--- src/rtl/i281_pkg.sv ---
// Shared i281 definitions: decoded instruction classes and the multicycle sequencer states.
package i281_pkg;

  localparam int unsigned OpClassW = 3;

  typedef enum logic [OpClassW-1:0] {
    OpAlu    = 3'd0,
    OpLoad   = 3'd1,
    OpStore  = 3'd2,
    OpBranch = 3'd3,
    OpNop    = 3'd4,
    OpHalt   = 3'd5,
    OpIll6   = 3'd6,
    OpIll7   = 3'd7
  } op_class_e;

  typedef enum logic [2:0] {
    StIdle,
    StFetch,
    StDecode,
    StExec,
    StMem,
    StWb,
    StHalt,
    StFault
  } state_e;

  function automatic logic writes_reg(op_class_e cls);
    return (cls == OpAlu) || (cls == OpLoad);
  endfunction

  function automatic logic uses_mem(op_class_e cls);
    return (cls == OpLoad) || (cls == OpStore);
  endfunction

endpackage

--- src/rtl/i281_mc_sequencer_if.sv ---
// Run control, memory handshake and datapath enable bundle between the sequencer and the core.
interface i281_mc_sequencer_if #(
  parameter int unsigned PC_W  = 6,
  parameter int unsigned CNT_W = 16
);
  logic             run;
  logic             step;
  logic             bp_en;
  logic [PC_W-1:0]  bp_addr;
  logic [PC_W-1:0]  pc;
  logic [2:0]       op_class;
  logic             mem_ready;

  logic             mem_req;
  logic             ir_load;
  logic             flag_write;
  logic             reg_write;
  logic             dmem_write;
  logic             pc_write;
  logic             busy;
  logic             bp_hit;
  logic             halted;
  logic             fault;
  logic [CNT_W-1:0] instr_count;

  // Sequencer side
  modport master (
    input  run, step, bp_en, bp_addr, pc, op_class, mem_ready,
    output mem_req, ir_load, flag_write, reg_write, dmem_write, pc_write,
           busy, bp_hit, halted, fault, instr_count
  );

  // Core / environment side
  modport slave (
    output run, step, bp_en, bp_addr, pc, op_class, mem_ready,
    input  mem_req, ir_load, flag_write, reg_write, dmem_write, pc_write,
           busy, bp_hit, halted, fault, instr_count
  );
endinterface

--- src/rtl/i281_wait_timer.sv ---
// Consecutive memory-wait counter; expired flags the wait cycle that exhausts the budget.
module i281_wait_timer #(
  parameter int unsigned TIMEOUT = 15
) (
  input  logic clock,
  input  logic reset,
  input  logic clear,
  input  logic count,
  output logic expired
);
  localparam int unsigned W = 8;

  logic [W-1:0] cnt_q;

  always_ff @(posedge clock) begin
    if (!reset || clear) begin
      cnt_q <= '0;
    end else if (count) begin
      cnt_q <= cnt_q + 8'd1;
    end
  end

  // Current cycle is the TIMEOUT-th consecutive wait.
  assign expired = count && (cnt_q == W'(TIMEOUT - 1));

endmodule

--- src/rtl/i281_mc_sequencer.sv ---
// Per-instruction multicycle FSM driving i281 datapath enables, with memory handshake,
// wait timeout, single-step / breakpoint run control and a retired-instruction counter.
module i281_mc_sequencer
  import i281_pkg::*;
#(
  parameter int unsigned PC_W    = 6,
  parameter int unsigned TIMEOUT = 15,
  parameter int unsigned CNT_W   = 16
) (
  input logic                 clock,
  input logic                 reset,
  i281_mc_sequencer_if.master bus
);

  state_e           state_q;
  op_class_e        cls_q;
  logic             step_pend_q;
  logic             bp_hit_q;
  logic [CNT_W-1:0] cnt_q;

  logic in_mem;
  logic expired;
  logic pc_match;
  logic bp_trip;
  logic go;
  logic absorbing;

  assign in_mem    = (state_q == StFetch) || (state_q == StMem);
  assign absorbing = (state_q == StHalt) || (state_q == StFault);
  assign pc_match  = (PC_W'(bus.pc) == PC_W'(bus.bp_addr));
  assign bp_trip   = bus.bp_en && pc_match && bus.run && !bp_hit_q;
  assign go        = (bus.run && !bp_hit_q) || step_pend_q || bus.step;

  i281_wait_timer #(
    .TIMEOUT(TIMEOUT)
  ) u_wait_timer (
    .clock  (clock),
    .reset  (reset),
    .clear  (!in_mem || bus.mem_ready),
    .count  (in_mem && !bus.mem_ready),
    .expired(expired)
  );

  always_ff @(posedge clock) begin
    if (!reset) begin
      state_q     <= StIdle;
      cls_q       <= OpNop;
      step_pend_q <= 1'b0;
      bp_hit_q    <= 1'b0;
      cnt_q       <= '0;
    end else begin
      if (bus.step && !absorbing) begin
        step_pend_q <= 1'b1;
      end
      case (state_q)
        StIdle: begin
          if (bp_trip) begin
            bp_hit_q <= 1'b1;
          end else if (go) begin
            // A step coinciding with FETCH entry is consumed by this instruction.
            state_q     <= StFetch;
            step_pend_q <= 1'b0;
            bp_hit_q    <= 1'b0;
          end
        end
        StFetch: begin
          if (bus.mem_ready) begin
            state_q <= StDecode;
          end else if (expired) begin
            state_q <= StFault;
          end
        end
        StDecode: begin
          cls_q <= op_class_e'(bus.op_class);
          case (op_class_e'(bus.op_class))
            OpAlu, OpLoad, OpStore, OpBranch: state_q <= StExec;
            OpNop:                            state_q <= StWb;
            OpHalt:                           state_q <= StHalt;
            default:                          state_q <= StFault;
          endcase
        end
        StExec: begin
          state_q <= uses_mem(cls_q) ? StMem : StWb;
        end
        StMem: begin
          if (bus.mem_ready) begin
            state_q <= StWb;
          end else if (expired) begin
            state_q <= StFault;
          end
        end
        StWb: begin
          cnt_q   <= cnt_q + 1'b1;
          state_q <= StIdle;
        end
        StHalt, StFault: begin
          step_pend_q <= 1'b0;
        end
        default: state_q <= StFault;
      endcase
    end
  end

  assign bus.mem_req     = in_mem;
  assign bus.ir_load     = (state_q == StFetch) && bus.mem_ready;
  assign bus.flag_write  = (state_q == StExec) && (cls_q == OpAlu);
  assign bus.dmem_write  = (state_q == StMem) && bus.mem_ready && (cls_q == OpStore);
  assign bus.pc_write    = (state_q == StWb);
  assign bus.reg_write   = (state_q == StWb) && writes_reg(cls_q);
  assign bus.busy        = !(state_q == StIdle || absorbing);
  assign bus.bp_hit      = bp_hit_q;
  assign bus.halted      = (state_q == StHalt);
  assign bus.fault       = (state_q == StFault);
  assign bus.instr_count = cnt_q;

endmodule

--- src/flat_wrapper.sv ---
// flat-port wrapper written by rule: the top's interface ports become plain ports
module i281_mc_sequencer_flat import i281_pkg::*;
#(
  parameter int unsigned PC_W    = 6,
  parameter int unsigned TIMEOUT = 15,
  parameter int unsigned CNT_W   = 16
)
  (clock, reset, bus_run, bus_step, bus_bp_en, bus_bp_addr, bus_pc, bus_op_class, bus_mem_ready, bus_mem_req, bus_ir_load, bus_flag_write, bus_reg_write, bus_dmem_write, bus_pc_write, bus_busy, bus_bp_hit, bus_halted, bus_fault, bus_instr_count);
  i281_mc_sequencer_if #(.PC_W(PC_W), .CNT_W(CNT_W)) bus_i ();
  input logic clock;
  input logic reset;
  input wire logic [$bits(bus_i.run)-1:0] bus_run;
  input wire logic [$bits(bus_i.step)-1:0] bus_step;
  input wire logic [$bits(bus_i.bp_en)-1:0] bus_bp_en;
  input wire logic [$bits(bus_i.bp_addr)-1:0] bus_bp_addr;
  input wire logic [$bits(bus_i.pc)-1:0] bus_pc;
  input wire logic [$bits(bus_i.op_class)-1:0] bus_op_class;
  input wire logic [$bits(bus_i.mem_ready)-1:0] bus_mem_ready;
  output wire logic [$bits(bus_i.mem_req)-1:0] bus_mem_req;
  output wire logic [$bits(bus_i.ir_load)-1:0] bus_ir_load;
  output wire logic [$bits(bus_i.flag_write)-1:0] bus_flag_write;
  output wire logic [$bits(bus_i.reg_write)-1:0] bus_reg_write;
  output wire logic [$bits(bus_i.dmem_write)-1:0] bus_dmem_write;
  output wire logic [$bits(bus_i.pc_write)-1:0] bus_pc_write;
  output wire logic [$bits(bus_i.busy)-1:0] bus_busy;
  output wire logic [$bits(bus_i.bp_hit)-1:0] bus_bp_hit;
  output wire logic [$bits(bus_i.halted)-1:0] bus_halted;
  output wire logic [$bits(bus_i.fault)-1:0] bus_fault;
  output wire logic [$bits(bus_i.instr_count)-1:0] bus_instr_count;
  assign bus_i.run = bus_run;
  assign bus_i.step = bus_step;
  assign bus_i.bp_en = bus_bp_en;
  assign bus_i.bp_addr = bus_bp_addr;
  assign bus_i.pc = bus_pc;
  assign bus_i.op_class = bus_op_class;
  assign bus_i.mem_ready = bus_mem_ready;
  assign bus_mem_req = bus_i.mem_req;
  assign bus_ir_load = bus_i.ir_load;
  assign bus_flag_write = bus_i.flag_write;
  assign bus_reg_write = bus_i.reg_write;
  assign bus_dmem_write = bus_i.dmem_write;
  assign bus_pc_write = bus_i.pc_write;
  assign bus_busy = bus_i.busy;
  assign bus_bp_hit = bus_i.bp_hit;
  assign bus_halted = bus_i.halted;
  assign bus_fault = bus_i.fault;
  assign bus_instr_count = bus_i.instr_count;
  i281_mc_sequencer #(.PC_W(PC_W), .TIMEOUT(TIMEOUT), .CNT_W(CNT_W)) u_core (.clock(clock), .reset(reset), .bus(bus_i));
endmodule
--- config.mk ---
export PLATFORM = sky130hd
export DESIGN_NAME = i281_mc_sequencer_flat
export DESIGN_NICKNAME = d
export VERILOG_FILES = /design/src/rtl/i281_pkg.sv /design/src/rtl/i281_mc_sequencer_if.sv /design/src/rtl/i281_wait_timer.sv /design/src/rtl/i281_mc_sequencer.sv /design/src/flat_wrapper.sv
export SDC_FILE = /design/constraint.sdc
export NUM_CORES = 1
export LEC_CHECK = 0
export CAP_MARGIN = 40
export CORE_MARGIN = 4
export CORE_UTILIZATION = 51
export CTS_BUF_LIST = sky130_fd_sc_hd__clkbuf_16
export CTS_CLUSTER_SIZE = 12
export DETAILED_ROUTE_END_ITERATION = 8
export PLACE_DENSITY = 0.85
export SETUP_SLACK_MARGIN = 0.5
export SLEW_MARGIN = 20
export SYNTH_ARGS = -nofsm -noshare
export SYNTH_HDL_FRONTEND = slang
export SYNTH_SLANG_ARGS = --single-unit
--- constraint.sdc ---
create_clock -name clock -period 4.3 [get_ports clock]
set_input_delay 0.86 -clock clock [delete_from_list [all_inputs] [get_ports clock]]
set_output_delay 0.86 -clock clock [all_outputs]
set_load 0.03 [all_outputs]
==> results of run 1 <==
[state kept, by name, summed over array words and instances (netlist names)]
signal / count
u_core.bus.instr_count: 16
u_core.state_q: 3
u_core.bus.bp_hit: 1
u_core.u_wait_timer.cnt_q: 8
u_core.cls_q: 3
u_core.step_pend_q: 1
[cells in the mapped netlist, drive strengths merged]
| cell | n |
|---|---|
| nor3b | 3 |
| a41oi | 1 |
| nand2b | 4 |
| nand2 | 12 |
| o32a | 1 |
| nand3b | 3 |
| and2 | 1 |
| xnor2 | 11 |
| ha | 3 |
| xor2 | 13 |
| nand4b | 1 |
| and4 | 3 |
| a21oi | 11 |
| or2 | 1 |
| nor2b | 1 |
| a211oi | 1 |
| and4b | 3 |
| o21ai | 6 |
| and3 | 7 |
| inv | 6 |
| a21o | 1 |
| nand3 | 5 |
| nor3 | 4 |
| mux2i | 5 |
| nand4 | 6 |
| dfxtp | 32 |
| or4 | 2 |
| nor2 | 28 |
| nor4 | 6 |
| buf | 1 |
| nor4b | 1 |
| or3 | 1 |
| clkbuf | 7 |
| o31ai | 2 |
[kinds of logic (layout without fill, tap and decap cells)]
group	Yosys count	in the layout
adder cells (fa/ha/maj)	3	3
multiplexers	5	5
flip-flops	32	32
AND/OR/NAND/NOR	92	92
AO/OA/AOI/OAI	23	23
buffers and inverters	14	60
XOR/XNOR	24	24
[power by group through the flow]
stage / Clock, W / Combinational [W] / Sequential (W)
after floorplan: 0 / 0.0000518 / 0.000315
after global placement: 0 / 0.0000836 / 0.000321
after detailed placement: 0 / 0.0000848 / 0.000321
after CTS: 0.000335 / 0.0000857 / 0.000316
after global routing: 0.000349 / 0.0000928 / 0.000318
final: 0.000331 / 0.0000854 / 0.000316
[through the flow]
| step | total power [W] | hold WS (ns) |
|---|---|---|
| floorplan | 0.000367 | 0.437 |
| CTS | 0.000736 | 0.481 |
| finish | 0.000733 | 0.476 |
| global placement | 0.000405 | 0.462 |
| detailed placement | 0.000406 | 0.469 |
| global route | 0.000760 | 0.519 |
[per-layer routing]
layer	track usage [%]	share of wire, %	routed length [microns]
met2	36.7	49	1970
met1	24.3	44	1770
met3	6.41	5.9	239
met5	0	0	0
met4	8.18	1.6	65
[worst max-delay path: cells and delay by family]
kind	cells	cell delay [ns]
buffers and inverters	2	1.27
AND/OR/NAND/NOR	2	0.32
[cell usage in the layout, fill, tap and decap left out, types with 2 or more instances in the layout]
cell type	n
o21ai_0	6
a21oi_1	11
dfxtp_1	32
nand4_1	6
nor2_1	28
or4_1	2
ha_1	3
clkbuf_16	5
nand3_1	5
nor3b_1	3
xor2_1	13
xnor2_1	11
nor3_1	4
and3_1	6
nand3b_1	3
nand2b_1	4
mux2i_1	5
clkdlybuf4s50_1	46
and4b_1	3
nand2_1	12
and4_1	2
nor4_1	6
inv_1	7
o31ai_1	2
[layout make-up]
cell class / count / area, sq um / share of cell area, %
multi-input combinational: 147 / 938 / 41.6
sequential: 32 / 641 / 28.4
timing repair buffer: 46 / 460 / 20.4
clock buffer: 5 / 125 / 5.54
tap: 44 / 55.1 / 2.44
inverter: 6 / 22.5 / 0.998
clock inverter: 3 / 15.0 / 0.665
[worst paths after layout]
path,endpoint,cells past startpoint
worst min-delay path,u_core.u_wait_timer.cnt_q[0],1
worst min register to register,u_core.u_wait_timer.cnt_q[0],1
worst max-delay path,bus_dmem_write,4
worst max register to register,u_core.bus.instr_count[15],4
==> results summary, run 1 <==
The class of the worst hold path is reg2reg. The total vias in the final route is 1561. The largest buffer count on any clock path came out at 2. Counting distinct cell types in the post-synthesis netlist gives 36. The flow ran to the end, and the final reports show no timing, DRC or antenna violations. The floorplan has 20 rows. Dividing the final minimum period by the clock period gives 77.0%.

Across all setup checks in the final design, the least slack found is 0.989 ns. The maximum clock skew at final layout is 0.00371 ns. The worst setup path is captured at a primary output. The required time of the worst setup path came out at 3.44 ns. In this run the most critical hold path is launched from u_core.u_wait_timer.cnt_q[0].

The global-route wire length before repair is 6950 microns. The number of design rule violations left after detail routing is 0. The flop-to-flop setup slack is 2.36 ns. The number of cells in the design after placement came out at 275. The worst setup path is launched from a primary input. For this design, the CTS-stage hold fixing added 0 buffers. The number of inserted filler cells in the final layout is 240. The CTS buffer count came out at 5.

The via count of the first global-routing pass came out at 1497. The maximum vdd ir drop came out at 0.000267 V. The post-synth net total came out at 217. The pre-antenna-repair detailed-routing pass consisted of 4 iterations. The register bit total from synthesis is 32. Multiplexer cells account for 3.05% of the synthesized area. Summed over all failing endpoints, the final setup total negative slack is 0 ns. The floorplan step defined a die boundary enclosing 4180 sq um. Clock-pin slew was measured on the worst setup and hold paths at 0.05 ns. In this run the vertical extent of the chip is 64.7 microns. The floorplan step set the die width to 64.7 microns. The end-of-flow core utilization is 73.9%. The total core area came out at 3050 sq um. Of the total synthesized cell area, the portion taken by full adders, half adders and majority gates is 2.29%. The count of warnings emitted by yosys came out at 0.

The library cell occupying the most area in the post-synthesis netlist is dfxtp_1. Timing would allow up to 302 MHz. TritonCTS built the clock tree.

For this design the static power due to leakage is 0.823 nW. At the end of routability-driven placement, the weighted congestion stood at 0.766. The number of violations reported at the end of detailed-routing iteration 0 came out at 84. The area share of the leading cell type in the synthesized netlist came out at 39.1%. The share of power burned in registers is 43.1%. The proportion of power drawn by the clock network came out at 45.2%. The number of antenna cells inserted is 0.

The total count of hold-check failures in the final report is 0. The number of nets still failing antenna checks after routing came out at 0. The clock tree synthesis step divided the H-tree into 2 levels.

The most prevalent standard cell on the critical path is clkdlybuf4s50_1. For this design, the sink count on the clock tree is 32. The initial antenna violation count was 0. The post-route cell area came out at 2260 sq um. The count of input and output buffers came out at 46. The headroom to the max-slew limit is 53.8%. The largest single stage delay on the critical path is 0.72 ns. Data arrives at the worst endpoint at 2.45 ns. The net count of the finished layout is 262. Setup repair after global routing left no endpoint under its margin. Summed over all nets, the switching power comes to 0.000176 W. The cell area after placement is 2120 sq um. The routed wire length per instance came out at 14.3 microns.

The xor and xnor fraction of the mapped netlist area came out at 12.8%. The ratio of total power to cell area came out at 325 nW/um^2. The maximum number of pins on one net before global-route repair is 23. In the routed layout, each cell is associated on average with a via count of 5.52.

The final-report max-slew violation count is 0. Among all stages on the critical path, the largest delay is contributed by clkdlybuf4s50_1. The area fraction in compound gates after synthesis came out at 8.17%. The largest fanout of any net on the critical path came out at 6.

The number of maximum-capacitance constraint violations is 0. Summing the areas of all and, or, nand and nor instances in the mapped netlist gives 30.9% of the synthesized area. Post-CTS repair changed the size of 0 cells. The switching power as a share of total power is 24.1%. The part of the Yosys area used for sequential elements is 39.1%.

The cell at the root of the clock tree is clkbuf_16. The shortest period the worst path allows is 3.31 ns. Traced cell by cell, the critical path runs through clkdlybuf4s50_1 -> nand2b_1 -> nor4_1 -> clkdlybuf4s50_1. The count of non-filler cells in the finished layout is 283.

The area of the mapped netlist is 1640 sq um. The final-report setup violation count is 0. Cells with a size suffix above 1 make up 3.77% of the layout. The area growth from synthesis to layout is 37.7%.

In the synthesized netlist, the number of instances is 193. The routed wire length came out at 4040 microns. For this design the top-level I/O count stands at 47.

For the pin with the worst max-slew slack, the measured transition is 0.692 ns. The total global routing track utilization came out at 21.2%. For this configuration, the core starts out at a cell density of 53.7%. The source of the critical timing path is bus_mem_ready. The worst setup path is of the in2out kind. Global routing finished with a remaining overflow of 0. The portion of total power attributed to combinational logic came out at 11.7%. By area, the combinational part of the netlist is dominated by simple AND/OR/NAND/NOR gates. The internal power of the cells totals 0.000556 W.

The final HPWL from detailed placement came out at 2740 microns. The post-CTS repair timing setup buffer count came out at 0. The mean instance size in the synthesized netlist came out at 8.49 sq um. After synthesis, the cell types taking the most area are dfxtp_1 39%, xor2_1 6.9%, nor2_1 6.4%. The beginning of the worst register-to-register path is u_core.state_q[2]. At the placement stage, the worst setup path has a slack of 0.994 ns. The clock latency at the later pin of the worst-skew pair came out at 0.28 ns.
(Power assumes the default switching activity.)
==> run 2, diff against run 1 <==
CORE_UTILIZATION = 47   (was 51)
PLACE_DENSITY = 0.79   (was 0.85)
clock period = 3.4 ns   (was 4.3 ns; I/O delays follow)
==> results summary, run 2 (synthesized netlist as in run 1, its figures left out) <==
The total global routing track utilization was 17.5% (was 21.2%). The I/O pin total came to 47 (unchanged). The cell at the root of the clock tree is clkbuf_16 (unchanged). The floorplan row count came out at 21 (was 20). The final net count came to 262 (unchanged). The last weighted congestion value of the routability-driven placer is 0.746 (was 0.766). The largest buffer count on any clock path was 2 (unchanged). The achievable clock frequency is 362 MHz. The clock latency at the later pin of the worst-skew pair came out at 0.27 ns (was 0.28 ns). The global-route wire length before repair came out at 6000 microns (was 6950 microns).

The starting density of the core came to 48.7% (was 53.7%). The headroom to the max-slew limit came to 54.0% (was 53.8%). The total buffers and inverters traversed by the critical path came out at 1 (was 2). The average via count per standard cell came out at 5.30 (was 5.52). The final cycle utilization of the critical path came out at 81.3%. The sort of element at the start of the critical path is a flip-flop (was primary input). The remaining global-route overflow is 0 (unchanged). The worst hold slack came out at 0.476 ns (about the same).

The number of optimization iterations in the first detailed-route pass came to 4 (unchanged). The slowest stage cell on the critical path is clkdlybuf4s50_1 (unchanged). The final HPWL from detailed placement is 2600 microns (was 2740 microns). The total count of hold-check failures in the final report is 0 (unchanged). The clock transition at the registers of the reported paths came to 0.05 ns (about the same).

The slew at the pin with the worst max-slew slack came out at 0.689 ns (was 0.692 ns). The routed wire length per instance came out at 12.9 microns (was 14.3 microns). The shortest period the worst path allows came out at 2.76 ns. The count of non-filler cells in the finished layout came out at 285 (was 283).

The total core area is 3360 sq um (was 3050 sq um). The worst setup path category is reg2out (was in2out). The number of antenna cells inserted was 0 (unchanged). The number of H-tree branching levels is 2 (unchanged). The initial antenna violation count came to 0 (unchanged). Crit-path cells: and3_1 -> nor3b_1 -> clkdlybuf4s50_1 (was clkdlybuf4s50_1 -> nand2b_1 -> nor4_1 -> clkdlybuf4s50_1). The clock net sink count came out at 32 (unchanged).

The layout-stage area growth over the synthesis result is 37.8% (was 37.7%). The number of flip-flops in the largest register came out at 16 (unchanged). Result of the run: finished, final reports clean (unchanged).

The post-CTS repair timing setup buffer count was 0 (unchanged). The count of input and output buffers was 46 (unchanged). The fraction of layout instances using a drive strength above 1 is 3.77% (unchanged). The number of maximum-capacitance constraint violations is 0 (unchanged). The height of the die is 67.1 microns (was 64.7 microns).

The critical path's largest stage delay came to 0.70 ns (was 0.72 ns). The number of design rule violations left after detail routing is 0 (unchanged). The area of the die is 4500 sq um (was 4180 sq um). The most frequent standard cell in the layout excluding fill and tap cells is clkdlybuf4s50_1 (unchanged).

The total vias in the final route came out at 1511 (was 1561). The via count of the first global-routing pass is 1371 (was 1497). The maximum number of pins on one net before global-route repair came out at 23 (unchanged). The largest fanout of any net on the critical path is 14 (was 6). The endpoint kind of the worst setup timing path is a primary output (unchanged). The critical path's top delay family was buffers and inverters (unchanged).

The number of violations reported at the end of detailed-routing iteration 0 is 68 (was 84). The TritonCTS clock tree was done (unchanged). The CTS buffer count is 5 (unchanged). The setup TNS is 0 ns (unchanged). The maximum clock skew at final layout came out at 0.00214 ns (was 0.00371 ns). The arrival time at the worst endpoint came out at 2.08 ns (was 2.45 ns). The class of the worst hold path is reg2reg (unchanged). The number of cells in the design after placement was 277 (was 275). Most frequent cells in the layout: 44 x clkdlybuf4s50_1, 31 x dfxtp_1, 28 x nor2_1 (was 46 x clkdlybuf4s50_1, 32 x dfxtp_1, 28 x nor2_1). The final-report setup violation count came out at 0 (unchanged). The number of nets still failing antenna checks after routing was 0 (unchanged).

The setup slack at placement is 0.468 ns (was 0.994 ns). The ratio of total power to cell area came out at 406 nW/um^2 (was 325 nW/um^2). The leakage power total came out at 0.849 nW (was 0.823 nW). The maximum vdd ir drop came to 0.000230 V (was 0.000267 V). The routed wire length is 3690 microns (was 4040 microns). Setup repair after global routing missed its margin: no (unchanged). The required time of the worst setup path came out at 2.72 ns (was 3.44 ns).

The final-report max-slew violation count is 0 (unchanged). The horizontal extent of the die was 67.1 microns (was 64.7 microns). The least setup slack across all paths after layout is 0.636 ns (was 0.989 ns).
-- run 2: final cells by class --
class	count	area, sq um
clock inverters	3	11.3
flip-flops and latches	32	642
well taps	46	57.6
multi-input cells	147	938
inverters	6	22.5
clock buffers	5	125
repair buffers	46	462
fillers	292	1100
-- run 2: worst paths after layout --
kind                         startpoint                    endpoint  slack, ns  cells after the start
min          u_core.bus.instr_count[15]  u_core.bus.instr_count[15]       0.48                      2
max                   u_core.state_q[0]               bus_reg_write       0.64                      3
max reg2reg           u_core.state_q[0]  u_core.bus.instr_count[15]       1.54                      4
min reg2reg  u_core.bus.instr_count[15]  u_core.bus.instr_count[15]       0.48                      2
-- run 2: power by group --
part	internal, W	switching (W)
clock network	0.000262	0.000148
registers	0.000383	0.0000169
logic	0.0000555	0.0000516
-- run 2: repair_timing --
| action | CTS | global route |
|---|---|---|
| resized for setup | 1 | 2 |
| endpoints found under the setup margin | 1 | 2 |
| cloned | 0 | 0 |
| hold buffers | 0 | 0 |
-- run 2: per-layer routing --
layer  share of wire (%)  global-route usage [%]  vias to the layer above
met2                  43                    27.1                       43
met4                 2.0                    7.59                        0
met1                  48                    22.2                      687
met3                 7.2                    5.06                        6
li1                    -                       -                      775
met5                   0                       0                        -
-- run 2: stage by stage --
step / instance area [sq um] / power, W / utilization, %
2_1_floorplan: 1640 / 0.000464 / -
3_3_place_gp: 2120 / 0.000512 / 63.0
3_5_place_dp: 2120 / 0.000514 / 63.0
4_1_cts: 2250 / 0.000920 / 67.0
5_1_grt: 2260 / 0.000947 / 67.2
6_report: 2260 / 0.000917 / 67.2
-- run 2: tightest hold or removal path: stages (launching register included) --
cell     delay (ns)
dfxtp_1        0.31
o31ai_1        0.06
a21oi_1        0.05
==> run 3, diff against run 2 <==
clock period = 2.6 ns   (was 3.4 ns; I/O delays follow)
==> results summary, run 3 (synthesized netlist as in run 1, its figures left out) <==
The depth of the worst hold-timing path is 1 (was 2). The least setup slack across all paths after layout is 0.560 ns (was 0.636 ns). The layout-stage area growth over the synthesis result came to 42.5% (was 37.8%). After layout, the worst path uses 78.5% of the clock period. The arrival time at the worst endpoint came out at 1.52 ns (was 2.08 ns). The portion of total power attributed to combinational logic is 11.0% (was 11.7%). The number of maximum-capacitance constraint violations came out at 0 (unchanged).

The clock transition at the registers of the reported paths is 0.05 ns (about the same). The cell area after placement is 2180 sq um (was 2120 sq um). The largest buffer count on any clock path came out at 2 (unchanged). The starting density of the core came out at 48.7% (unchanged). The sort of element at the start of the critical path is a primary input (was flip-flop). The slowest stage cell on the critical path is clkdlybuf4s50_1 (unchanged). The maximum number of pins on one net before global-route repair came out at 23 (unchanged). The number of H-tree branching levels came out at 2 (unchanged). The share of power burned in registers is 39.4% (was 43.6%).

The number of buffers added to fix hold violations after cts came out at 0 (unchanged). The initial antenna violation count is 0 (unchanged). The proportion of power drawn by the clock network came out at 49.6% (was 44.7%).

The height of the die is 67.1 microns (unchanged). The clock net sink count came out at 32 (unchanged). The post-CTS repair timing setup buffer count is 0 (unchanged). The count of input and output buffers was 46 (unchanged). The path depth of the worst reg2reg path is 4 (unchanged). The critical path's largest stage delay is 0.48 ns (was 0.70 ns). Most frequent cells in the layout: 37 x clkdlybuf4s50_1, 30 x dfxtp_1, 28 x nor2_1 (was 44 x clkdlybuf4s50_1, 31 x dfxtp_1, 28 x nor2_1). The CTS buffer count came out at 5 (unchanged). The switching power as a share of total power is 22.7% (was 23.6%).

The routed wire length is 3900 microns (was 3690 microns). The critical path's top delay family is buffers and inverters (unchanged). Setup repair after global routing missed its margin: no (unchanged).

The final HPWL from detailed placement came to 2860 microns (was 2600 microns). The setup TNS is 0 ns (unchanged). The instance count on the critical path came to 4 (was 3). The final net count is 267 (was 262).

The total global routing track utilization came out at 18.7% (was 17.5%). The net switching power figure is 0.000300 W (was 0.000216 W). The number of antenna cells inserted came out at 0 (unchanged).

The TritonCTS clock tree is done (unchanged). The number of cells in the design after placement is 282 (was 277). The cell at the root of the clock tree was clkbuf_16 (unchanged). The maximum clock skew at final layout came out at 0.00352 ns (was 0.00214 ns). Crit-path cells: clkdlybuf4s50_1 -> nand2b_1 -> nor2_1 -> clkdlybuf4s15_2 (was and3_1 -> nor3b_1 -> clkdlybuf4s50_1).

The ratio of total power to cell area is 566 nW/um^2 (was 406 nW/um^2). The number of design rule violations left after detail routing came out at 0 (unchanged). The worst setup path category was in2out (was reg2out). The class of the worst hold path is reg2reg (unchanged). The maximum vdd ir drop is 0.000475 V (was 0.000230 V). The clock latency at the later pin of the worst-skew pair came out at 0.27 ns (about the same). The count of non-filler cells in the finished layout was 290 (was 285). The last weighted congestion value of the routability-driven placer came out at 0.773 (was 0.746). The horizontal extent of the die came out at 67.1 microns (unchanged). The remaining global-route overflow was 0 (unchanged). The routed wire length per instance came to 13.5 microns (was 12.9 microns). The slew at the pin with the worst max-slew slack came out at 0.701 ns (was 0.689 ns).

The floorplan row count came out at 21 (unchanged). Result of the run: finished, final reports clean (unchanged). The number of optimization iterations in the first detailed-route pass is 4 (unchanged). The flop-to-flop setup slack is 0.83 ns (was 1.54 ns). The number of flip-flops in the largest register came to 16 (unchanged). The headroom to the max-slew limit is 53.2% (was 54.0%). The average via count per standard cell is 5.31 (was 5.30). The total vias in the final route is 1539 (was 1511). The largest fanout of any net on the critical path was 2 (was 14). The fraction of layout instances using a drive strength above 1 came out at 11.1% (was 3.77%). The final-report setup violation count is 0 (unchanged). The number of inserted filler cells in the final layout came out at 298 (was 292). The total buffers and inverters traversed by the critical path came out at 2 (was 1). The I/O pin total came to 47 (unchanged). The total count of hold-check failures in the final report came out at 0 (unchanged). The endpoint kind of the worst setup timing path is a primary output (unchanged). The total core area is 3360 sq um (unchanged). The setup slack at placement came out at 0.181 ns (was 0.468 ns). The post-route cell area is 2340 sq um (was 2260 sq um).

The final-report max-slew violation count is 0 (unchanged). The achievable clock frequency is 490 MHz. The most frequent standard cell in the layout excluding fill and tap cells is clkdlybuf4s50_1 (unchanged). The required time of the worst setup path came to 2.08 ns (was 2.72 ns). The number of nets still failing antenna checks after routing is 0 (unchanged). The shortest period the worst path allows came out at 2.04 ns.

The via count of the first global-routing pass was 1464 (was 1371). The cell-internal power came out at 0.00102 W (was 0.000701 W). The number of violations reported at the end of detailed-routing iteration 0 came out at 60 (was 68). The global-route wire length before repair came out at 6510 microns (was 6000 microns). The leakage power total is 0.883 nW (was 0.849 nW). The area of the die came to 4500 sq um (unchanged). The total power after layout is 0.00132 W (was 0.000917 W).
==> run 3: changes by cell type in the layout (fill, tap and decap cells not counted), sizes merged <==
cell,change
buf,+7
bufinv,+1
clkbuf,+2
clkdlybuf4s15,+2
clkdlybuf4s50,-7
clkinvlp,+1
dlygate4sd2,+2
dlymetal6s2s,-1
inv,-2
==> run 3: per-stage QoR <==
step | hold WS (ns) | util [%]
after floorplan | 0.437 | -
after global placement | 0.457 | 64.8
after detailed placement | 0.465 | 64.8
after CTS | 0.478 | 69.8
after global routing | 0.515 | 69.5
final | 0.476 | 69.5
==> run 3: final timing paths <==
path	startpoint	end
worst max-delay path	bus_mem_ready	bus_ir_load
worst min-delay path	u_core.u_wait_timer.cnt_q[0]	u_core.u_wait_timer.cnt_q[0]
worst max register to register	u_core.bus.instr_count[2]	u_core.bus.instr_count[15]
worst min register to register	u_core.u_wait_timer.cnt_q[0]	u_core.u_wait_timer.cnt_q[0]
==> run 3: per-layer routing <==
| layer | global-route usage (%) | share of wire (%) |
|---|---|---|
| met1 | 22.9 | 44 |
| met2 | 30.9 | 47 |
| met3 | 5.23 | 8.1 |
| met4 | 6.33 | 1.2 |
| met5 | 0 | 0 |
==> run 3: cell type report <==
class,instances,area (sq um),share of cell area [%]
sequential,32,643,27.5
clock buffer,5,125,5.36
multi-input combinational,147,967,41.4
timing repair buffer,51,478,20.5
tap,46,57.6,2.46
inverter,6,22.5,0.964
clock inverter,3,42.5,1.82
==> run 3: timing repair <==
item                       CTS  global route
pin swaps                    0             1
setup endpoints to repair    8             5
resized for setup           15             7
gates cloned                 0             0
==> run 3: power groups by stage <==
stage          sequential, W  clock [W]  combinational, W
5_1_grt             0.000523   0.000686          0.000161
6_report            0.000521   0.000656          0.000146
4_1_cts             0.000520   0.000663          0.000149
3_5_place_dp        0.000529          0          0.000151
2_1_floorplan       0.000522          0         0.0000863
3_3_place_gp        0.000528          0          0.000149
